### config.mk
export PLATFORM = sky130hd
export DESIGN_NAME = if_id_skid_latch_flat
export DESIGN_NICKNAME = d
export VERILOG_FILES = /design/src/rtl/if_id_skid_latch_if.sv /design/src/rtl/if_id_skid_latch.sv /design/src/flat_wrapper.sv
export SDC_FILE = /design/constraint.sdc
export NUM_CORES = 1
export LEC_CHECK = 0
export BUFFER_PORTS_ARGS = -buffer_cell sky130_fd_sc_hd__buf_2
export CAP_MARGIN = 10
export CORE_ASPECT_RATIO = 1.1
export CORE_MARGIN = 5
export CORE_UTILIZATION = 40
export CTS_BUF_LIST = sky130_fd_sc_hd__clkbuf_8
export CTS_CLUSTER_SIZE = 10
export DETAILED_ROUTE_END_ITERATION = 10
export HOLD_SLACK_MARGIN = 0.05
export PLACE_DENSITY = 0.66
export SETUP_SLACK_MARGIN = 0.1
export SLEW_MARGIN = 0
export SYNTH_ARGS = -nofsm -noshare
export SYNTH_HDL_FRONTEND = slang
export SYNTH_SLANG_ARGS = --single-unit
### constraint.sdc
create_clock -name clk -period 5.7 [get_ports clk]
set_input_delay 1.14 -clock clk [delete_from_list [all_inputs] [get_ports clk]]
set_output_delay 1.14 -clock clk [all_outputs]
set_load 0.005 [all_outputs]
### src/rtl/if_id_skid_latch_if.sv
`default_nettype none
// +--------------------------------------------------------------------------+
// | Module   : if_id_skid_latch_if                                           |
// | Brief    : Fetch/decode handshake bundle for the IF/ID skid stage.       |
// | Revision : 1.0                                                           |
// +--------------------------------------------------------------------------+
interface if_id_skid_latch_if #(
  parameter int DATA_W = 16
);
  logic              in_valid;
  logic              in_ready;
  logic [DATA_W-1:0] in_instr;
  logic [DATA_W-1:0] in_pc_next;
  logic              out_valid;
  logic              out_ready;
  logic [DATA_W-1:0] out_instr;
  logic [DATA_W-1:0] out_pc_next;
  logic              flush;
  logic              halted;

  // Master is the surrounding pipeline (fetch, decode, redirect control).
  modport master (
    output in_valid, in_instr, in_pc_next, out_ready, flush,
    input  in_ready, out_valid, out_instr, out_pc_next, halted
  );

  modport slave (
    input  in_valid, in_instr, in_pc_next, out_ready, flush,
    output in_ready, out_valid, out_instr, out_pc_next, halted
  );
endinterface
`default_nettype wire

### src/rtl/if_id_skid_latch.sv
`default_nettype none
// +--------------------------------------------------------------------------+
// | Module   : if_id_skid_latch                                              |
// | Brief    : Two-entry IF/ID skid stage with flush and sticky halt.        |
// |            Define IFID_FLUSH_NOP_EN to insert a NOP bubble on flush.     |
// | Revision : 1.0                                                           |
// +--------------------------------------------------------------------------+
module if_id_skid_latch #(
  parameter int                DATA_W     = 16,
  parameter logic [DATA_W-1:0] HALT_INSTR = 16'h0000,
  parameter logic [DATA_W-1:0] NOP_INSTR  = 16'h0800
) (
  input  logic               clk,
  input  logic               rst,
  if_id_skid_latch_if.slave  bus
);

  typedef enum logic [1:0] {
    EMPTY = 2'b00,
    ONE   = 2'b01,
    TWO   = 2'b10
  } state_t;

  state_t            r_state;
  state_t            w_stateNext;
  logic [DATA_W-1:0] r_mainInstr;
  logic [DATA_W-1:0] r_mainPc;
  logic [DATA_W-1:0] r_skidInstr;
  logic [DATA_W-1:0] r_skidPc;
  logic [DATA_W-1:0] w_mainInstrNext;
  logic [DATA_W-1:0] w_mainPcNext;
  logic [DATA_W-1:0] w_skidInstrNext;
  logic [DATA_W-1:0] w_skidPcNext;
  logic              r_halted;
  logic              w_haltedNext;
  logic              w_inReady;
  logic              w_outValid;
  logic              w_push;
  logic              w_pop;

  // Ready depends only on held state, so fetch never sees out_ready ripple.
  assign w_inReady  = (r_state != TWO) && !r_halted && !rst;
  assign w_outValid = (r_state != EMPTY);
  assign w_push     = bus.in_valid && w_inReady;
  assign w_pop      = w_outValid && bus.out_ready;

  assign bus.in_ready    = w_inReady;
  assign bus.out_valid   = w_outValid;
  assign bus.out_instr   = r_mainInstr;
  assign bus.out_pc_next = r_mainPc;
  assign bus.halted      = r_halted;

  always_comb begin
    w_stateNext     = r_state;
    w_mainInstrNext = r_mainInstr;
    w_mainPcNext    = r_mainPc;
    w_skidInstrNext = r_skidInstr;
    w_skidPcNext    = r_skidPc;
    w_haltedNext    = r_halted;

    if (bus.flush) begin
`ifdef IFID_FLUSH_NOP_EN
      w_stateNext     = ONE;
      w_mainInstrNext = NOP_INSTR;
      w_mainPcNext    = {DATA_W{1'b0}};
`else
      w_stateNext     = EMPTY;
`endif
    end else begin
      if (w_push && (bus.in_instr == HALT_INSTR)) begin
        w_haltedNext = 1'b1;
      end

      case (r_state)
        EMPTY: begin
          if (w_push) begin
            w_stateNext     = ONE;
            w_mainInstrNext = bus.in_instr;
            w_mainPcNext    = bus.in_pc_next;
          end
        end
        ONE: begin
          if (w_push && w_pop) begin
            w_mainInstrNext = bus.in_instr;
            w_mainPcNext    = bus.in_pc_next;
          end else if (w_push) begin
            w_stateNext     = TWO;
            w_skidInstrNext = bus.in_instr;
            w_skidPcNext    = bus.in_pc_next;
          end else if (w_pop) begin
            w_stateNext     = EMPTY;
          end
        end
        TWO: begin
          // in_ready is low here, so only a pop can move the stage.
          if (w_pop) begin
            w_stateNext     = ONE;
            w_mainInstrNext = r_skidInstr;
            w_mainPcNext    = r_skidPc;
          end
        end
        default: begin
          w_stateNext = EMPTY;
        end
      endcase
    end
  end

  always_ff @(posedge clk or posedge rst) begin
    if (rst) begin
      r_state     <= EMPTY;
      r_mainInstr <= {DATA_W{1'b0}};
      r_mainPc    <= {DATA_W{1'b0}};
      r_skidInstr <= {DATA_W{1'b0}};
      r_skidPc    <= {DATA_W{1'b0}};
      r_halted    <= 1'b0;
    end else begin
      r_state     <= w_stateNext;
      r_mainInstr <= w_mainInstrNext;
      r_mainPc    <= w_mainPcNext;
      r_skidInstr <= w_skidInstrNext;
      r_skidPc    <= w_skidPcNext;
      r_halted    <= w_haltedNext;
    end
  end

endmodule
`default_nettype wire

### src/flat_wrapper.sv
// flat-port wrapper written by rule: the top's interface ports become plain ports
module if_id_skid_latch_flat 
#(
  parameter int                DATA_W     = 16,
  parameter logic [DATA_W-1:0] HALT_INSTR = 16'h0000,
  parameter logic [DATA_W-1:0] NOP_INSTR  = 16'h0800
)
  (clk, rst, bus_in_valid, bus_in_instr, bus_in_pc_next, bus_out_ready, bus_flush, bus_in_ready, bus_out_valid, bus_out_instr, bus_out_pc_next, bus_halted);
  if_id_skid_latch_if #(.DATA_W(DATA_W)) bus_i ();
  input  logic clk;
  input  logic rst;
  input wire logic [$bits(bus_i.in_valid)-1:0] bus_in_valid;
  input wire logic [$bits(bus_i.in_instr)-1:0] bus_in_instr;
  input wire logic [$bits(bus_i.in_pc_next)-1:0] bus_in_pc_next;
  input wire logic [$bits(bus_i.out_ready)-1:0] bus_out_ready;
  input wire logic [$bits(bus_i.flush)-1:0] bus_flush;
  output wire logic [$bits(bus_i.in_ready)-1:0] bus_in_ready;
  output wire logic [$bits(bus_i.out_valid)-1:0] bus_out_valid;
  output wire logic [$bits(bus_i.out_instr)-1:0] bus_out_instr;
  output wire logic [$bits(bus_i.out_pc_next)-1:0] bus_out_pc_next;
  output wire logic [$bits(bus_i.halted)-1:0] bus_halted;
  assign bus_i.in_valid = bus_in_valid;
  assign bus_i.in_instr = bus_in_instr;
  assign bus_i.in_pc_next = bus_in_pc_next;
  assign bus_i.out_ready = bus_out_ready;
  assign bus_i.flush = bus_flush;
  assign bus_in_ready = bus_i.in_ready;
  assign bus_out_valid = bus_i.out_valid;
  assign bus_out_instr = bus_i.out_instr;
  assign bus_out_pc_next = bus_i.out_pc_next;
  assign bus_halted = bus_i.halted;
  if_id_skid_latch #(.DATA_W(DATA_W), .HALT_INSTR(HALT_INSTR), .NOP_INSTR(NOP_INSTR)) u_core (.clk(clk), .rst(rst), .bus(bus_i));
endmodule
==> Word level (Yosys, flattened, before mapping) <==
Index checks and enable logic that the tools add are counted.
{ "classes": {"eq_ne": 10, "mux": 15, "bitwise": 2, "reduce_logical": 16} }
{ "op_table": {"columns": ["operator", "n"], "rows": [
  ["16-bit two-way mux", 6],
  ["16-bit case mux with 3 select lines", 2],
  ["16-bit zero test", 1],
  ["2-bit two-way mux", 6],
  ["4-bit AND reduction", 2],
  ["1-bit logical AND", 6],
  ["2-bit by 1-bit != test with 1-bit output, second input constant", 3],
  ["3-bit by 2-bit != test with 1-bit output, second input constant", 2],
  ["2-bit case mux with 3 select lines", 1],
  ["5-bit AND reduction", 1],
  ["4-bit by 2-bit != test with 1-bit output, second input constant", 1],
  ["3-bit != test, second input constant", 1],
  ["3-bit nonzero test", 1],
  ["2-bit by 1-bit equality test with 1-bit output, second input constant", 1],
  ["2-bit equality test, second input constant", 1],
  ["1-bit zero test", 2],
  ["2-bit zero test", 1],
  ["2-bit != test, second input constant", 1],
  ["1-bit NOT", 2],
  ["2-bit AND reduction", 1],
  ["2-bit nonzero test", 1]
]} }
{ "totals": {"reg_bits": 67, "input_bits": 37, "output_inout_bits": 35, "elab_cells": 49} }

==> Longest topological paths before layout <==
{ "logic_depth": {"word_depth": 8, "mapped_depth": 5, "depth_no_buf": 3} }

==> Worst setup path after synthesis <==
Ideal clock, no wire load.
{ "synth_timing": {"path_kind": "in2out", "start": "input port rst", "end": "output port bus_in_ready", "t_arrival_ns": 1.380, "required_time_ns": 4.560, "setup_slack_ns": 3.180, "path_stages": 1, "path_buffers": 0, "cell_sequence": "nor3_1"} }
{ "synth_between": {"elab_chain_cells": 2} }
{ "synth_rtl": {"columns": ["item", "line", "source"], "rows": [
  ["start: declaration", "flat_wrapper.sv:11", "input logic rst;"],
  ["1-bit zero test", "if_id_skid_latch.sv:42", "assign w_inReady = (r_state != TWO) && !r_halted && !rst;"],
  ["1-bit logical AND", "if_id_skid_latch.sv:42", null],
  ["end: declaration", "flat_wrapper.sv:17", "output wire logic [$bits(bus_i.in_ready)-1:0] bus_in_ready;"]
]} }
Every way passes these cells.

==> Worst setup path in the final report <==
Same ends and word-level chain as after synthesis.

==> results_dict.tcl <==
set metrics [dict create \
    grt_max_degree 40 \
    synth_common_cells "dfrtp_1, mux2_2, mux2_1, mux2_4, nor4_1" \
    setup_viol 0 \
    yosysTopAreaCell "dfrtp_1" \
    ir_drop_mv 0.133 \
    syn_area_mm2 0.00317 \
    powerDensity_mw_per_mm2 356 \
    tightest_slew_ns 1.09 \
    critPathBufInv 2 \
    first_global_vias 1943 \
    cts_max_path_buffers 2 \
    final.min_clock_period_ns 2.88 \
    synthTopCellsByArea "dfrtp_1, mux2_4, mux2_2, mux2_1, buf_12" \
    htree_levels 3 \
    placement_rows 34 \
    critPathCaptureType "primary output" \
    yosys_warnings 0 \
    cp-endpoint "bus_in_ready" \
    postCtsSetupRepairBufs 0 \
    grt_pass1_wl_um 9870 \
    io_pins 72 \
    vias 1896 \
    yosysTopAreaCellShare_pct 53.0 \
    rsz0062_at_grt "no" \
    path_max_fanout 5 \
    finalCritPeriodShare_pct 50.5 \
    r2r_start "u_core.r_state[1]" \
    crit_family "buffers and inverters" \
    worstHoldPathType "register to register" \
    vias_per_cell 4.91 \
    cp_num_cells 3 \
    path_clk_slew_ns 0.07 \
    finalMaxSlewViolations 0 \
    areaGrowthSynthToFinish_pct 20.3 \
    timing.rr.end "u_core.bus.out_pc_next[7]" \
    yosys_most_used_dff "dfrtp_1" \
    path_common_cell "buf_2" \
    hold_buffers 0 \
    cts_resized 0 \
    cts_tree "yes" \
    dr.first_iter.drc_count 53 \
    r2r_slack_ns 3.59 \
    drive_gt1_share_pct 57.9 \
    crit_arrival_ns 1.74 \
    die-area_mm2 0.00979 \
    yosysMostFrequentCell "dfrtp_1" \
    cp-start-kind "input port" \
    wl_per_cell_um 15.8 \
    critPathLaunch "rst" \
    max_cap_violations 0 \
    hpwl_um 4140 \
    io_buffer_count 71 \
    fmax_mhz 347 \
    gp_congestion 0.693 \
    tns_ns 0 \
    cts_buffers 9 \
    grt_overflow_total 0 \
    cts_sinks 67 \
    path_class "input port to primary output" \
    die_h_um 103 \
    num-fill-cells 744 \
    p_total_mw 1.36 \
    wl_um 6100 \
    status "finished clean" \
    dpl_worst_slack_ns 2.79 \
    synth.avg_cell_area_um2 15.8 \
    chipWidth_um 94.8 \
    synthesis.nets 237 \
    reg2reg_depth 3 \
    async_flop_share_pct 100 \
    synthCells 200 \
    first_pass_iters 4 \
    p_leak_nw 1.85 \
    synth.ff_latch_count 67 \
    grt_usage_pct 13.4 \
    clk-insertion-delay-late_ns 0.34 \
    core_region_area_mm2 0.00783 \
    fin_ws_ns 2.82 \
    ant_nets 0 \
    fin_nets 310 \
    synthDistinctLibCells 25 \
    finClkSkew_ns 0.00888 \
    crit_path_max_incr_delay_ns 0.28 \
    postLayoutCoreUtil_pct 48.7 \
    start_util_pct 40.4 \
    relSlewSlack_pct 27.5 \
    antenna_cells 0 \
    hold_viol 0 \
    cp_slowest_cell "nor3_1" \
    seq_area_frac_synth_pct 53.0 \
    route.detailed.drc 0 \
    cts_root_buf "clkbuf_8" \
    antenna_found_initial 0 \
    worstPathRequired_ns 4.56 \
    crit_chain "buf_2 > nor3_1 > buf_2" \
    synth-edff-count 0 \
]
[cells by family after synthesis]
kind of cell | share of synthesized area (%)
simple gates | 3.64
mux | 38.0
buf+inv | 3.87
flops | 53.0
compound gates | 1.50
[worst min path at each step]
stage,start,to,slack (ns),cells past startpoint
floorplan,u_core.r_skidInstr[15],u_core.r_skidInstr[15],0.45,1
global placement,u_core.r_skidPc[15],u_core.r_skidPc[15],0.46,1
detailed placement,u_core.r_skidPc[10],u_core.r_skidPc[10],0.47,1
CTS,u_core.r_skidInstr[1],u_core.r_skidInstr[1],0.49,1
global route,u_core.r_skidPc[6],u_core.r_skidPc[6],0.50,1
finish,u_core.r_skidInstr[15],u_core.r_skidInstr[15],0.49,1
[layout make-up]
class | instances | area [um2] | area share, %
Multi-Input combinational cell | 119 | 1370 | 35.9
Tap cell | 108 | 135 | 3.55
Sequential cell | 67 | 1680 | 44.0
Clock inverter | 7 | 124 | 3.25
Timing Repair Buffer | 73 | 370 | 9.72
Inverter | 3 | 11.3 | 0.296
Clock buffer | 9 | 124 | 3.25
[where the power goes]
group          switching (mW)  internal [mW]  total, mW
clock                   0.196          0.294      0.490
sequential             0.0511          0.577      0.629
combinational          0.0835          0.155      0.239
[per-layer routing]
metal  vias to the layer above  wire length (um)  GRT usage, %
met4                         0                86          5.99
met2                        54              2750          19.7
met1                       959              2890          18.5
met5                         -                 0             0
li1                        874                 -             -
met3                         9               368          3.84
[stage by stage]
step	area, um2	std cells	hold WS (ns)
after floorplan	3170	200	0.452
after global placement	3560	370	0.462
after detailed placement	3560	370	0.471
after CTS	3810	386	0.488
after global routing	3810	386	0.500
final	3810	386	0.486
[cell usage in the layout (no fill, tap or decap)]
cell type | synthesis | layout
buf_2 | 2 | 71
dfrtp_1 | 67 | 67
mux2_2 | 36 | 36
mux2_4 | 30 | 30
mux2_1 | 30 | 30
clkbuf_8 | 0 | 9
nor4_1 | 4 | 4
nor2b_1 | 3 | 3
bufinv_16 | 0 | 3
nor2_1 | 2 | 2
inv_1 | 3 | 2
a21oi_1 | 2 | 2
nor3_1 | 2 | 2
inv_6 | 0 | 2
buf_4 | 3 | 2
nor4b_2 | 1 | 1
o221a_4 | 1 | 1
nand2b_1 | 1 | 1
and4b_2 | 0 | 1
or2_2 | 1 | 1
nor3b_1 | 1 | 1
mux2i_1 | 1 | 1
o32ai_1 | 1 | 1
inv_2 | 0 | 1
and4_1 | 1 | 1
a31o_2 | 1 | 1
clkinvlp_4 | 0 | 1
clkinv_4 | 0 | 1
[flip-flops by register name (all words and copies together), names as in the netlist]
register and cells:
u_core.bus.halted 1, u_core.bus.out_instr 16, u_core.bus.out_pc_next 16, u_core.r_skidInstr 16
u_core.r_skidPc 16, u_core.r_state 2
Power figures use the tool's default switching activity.
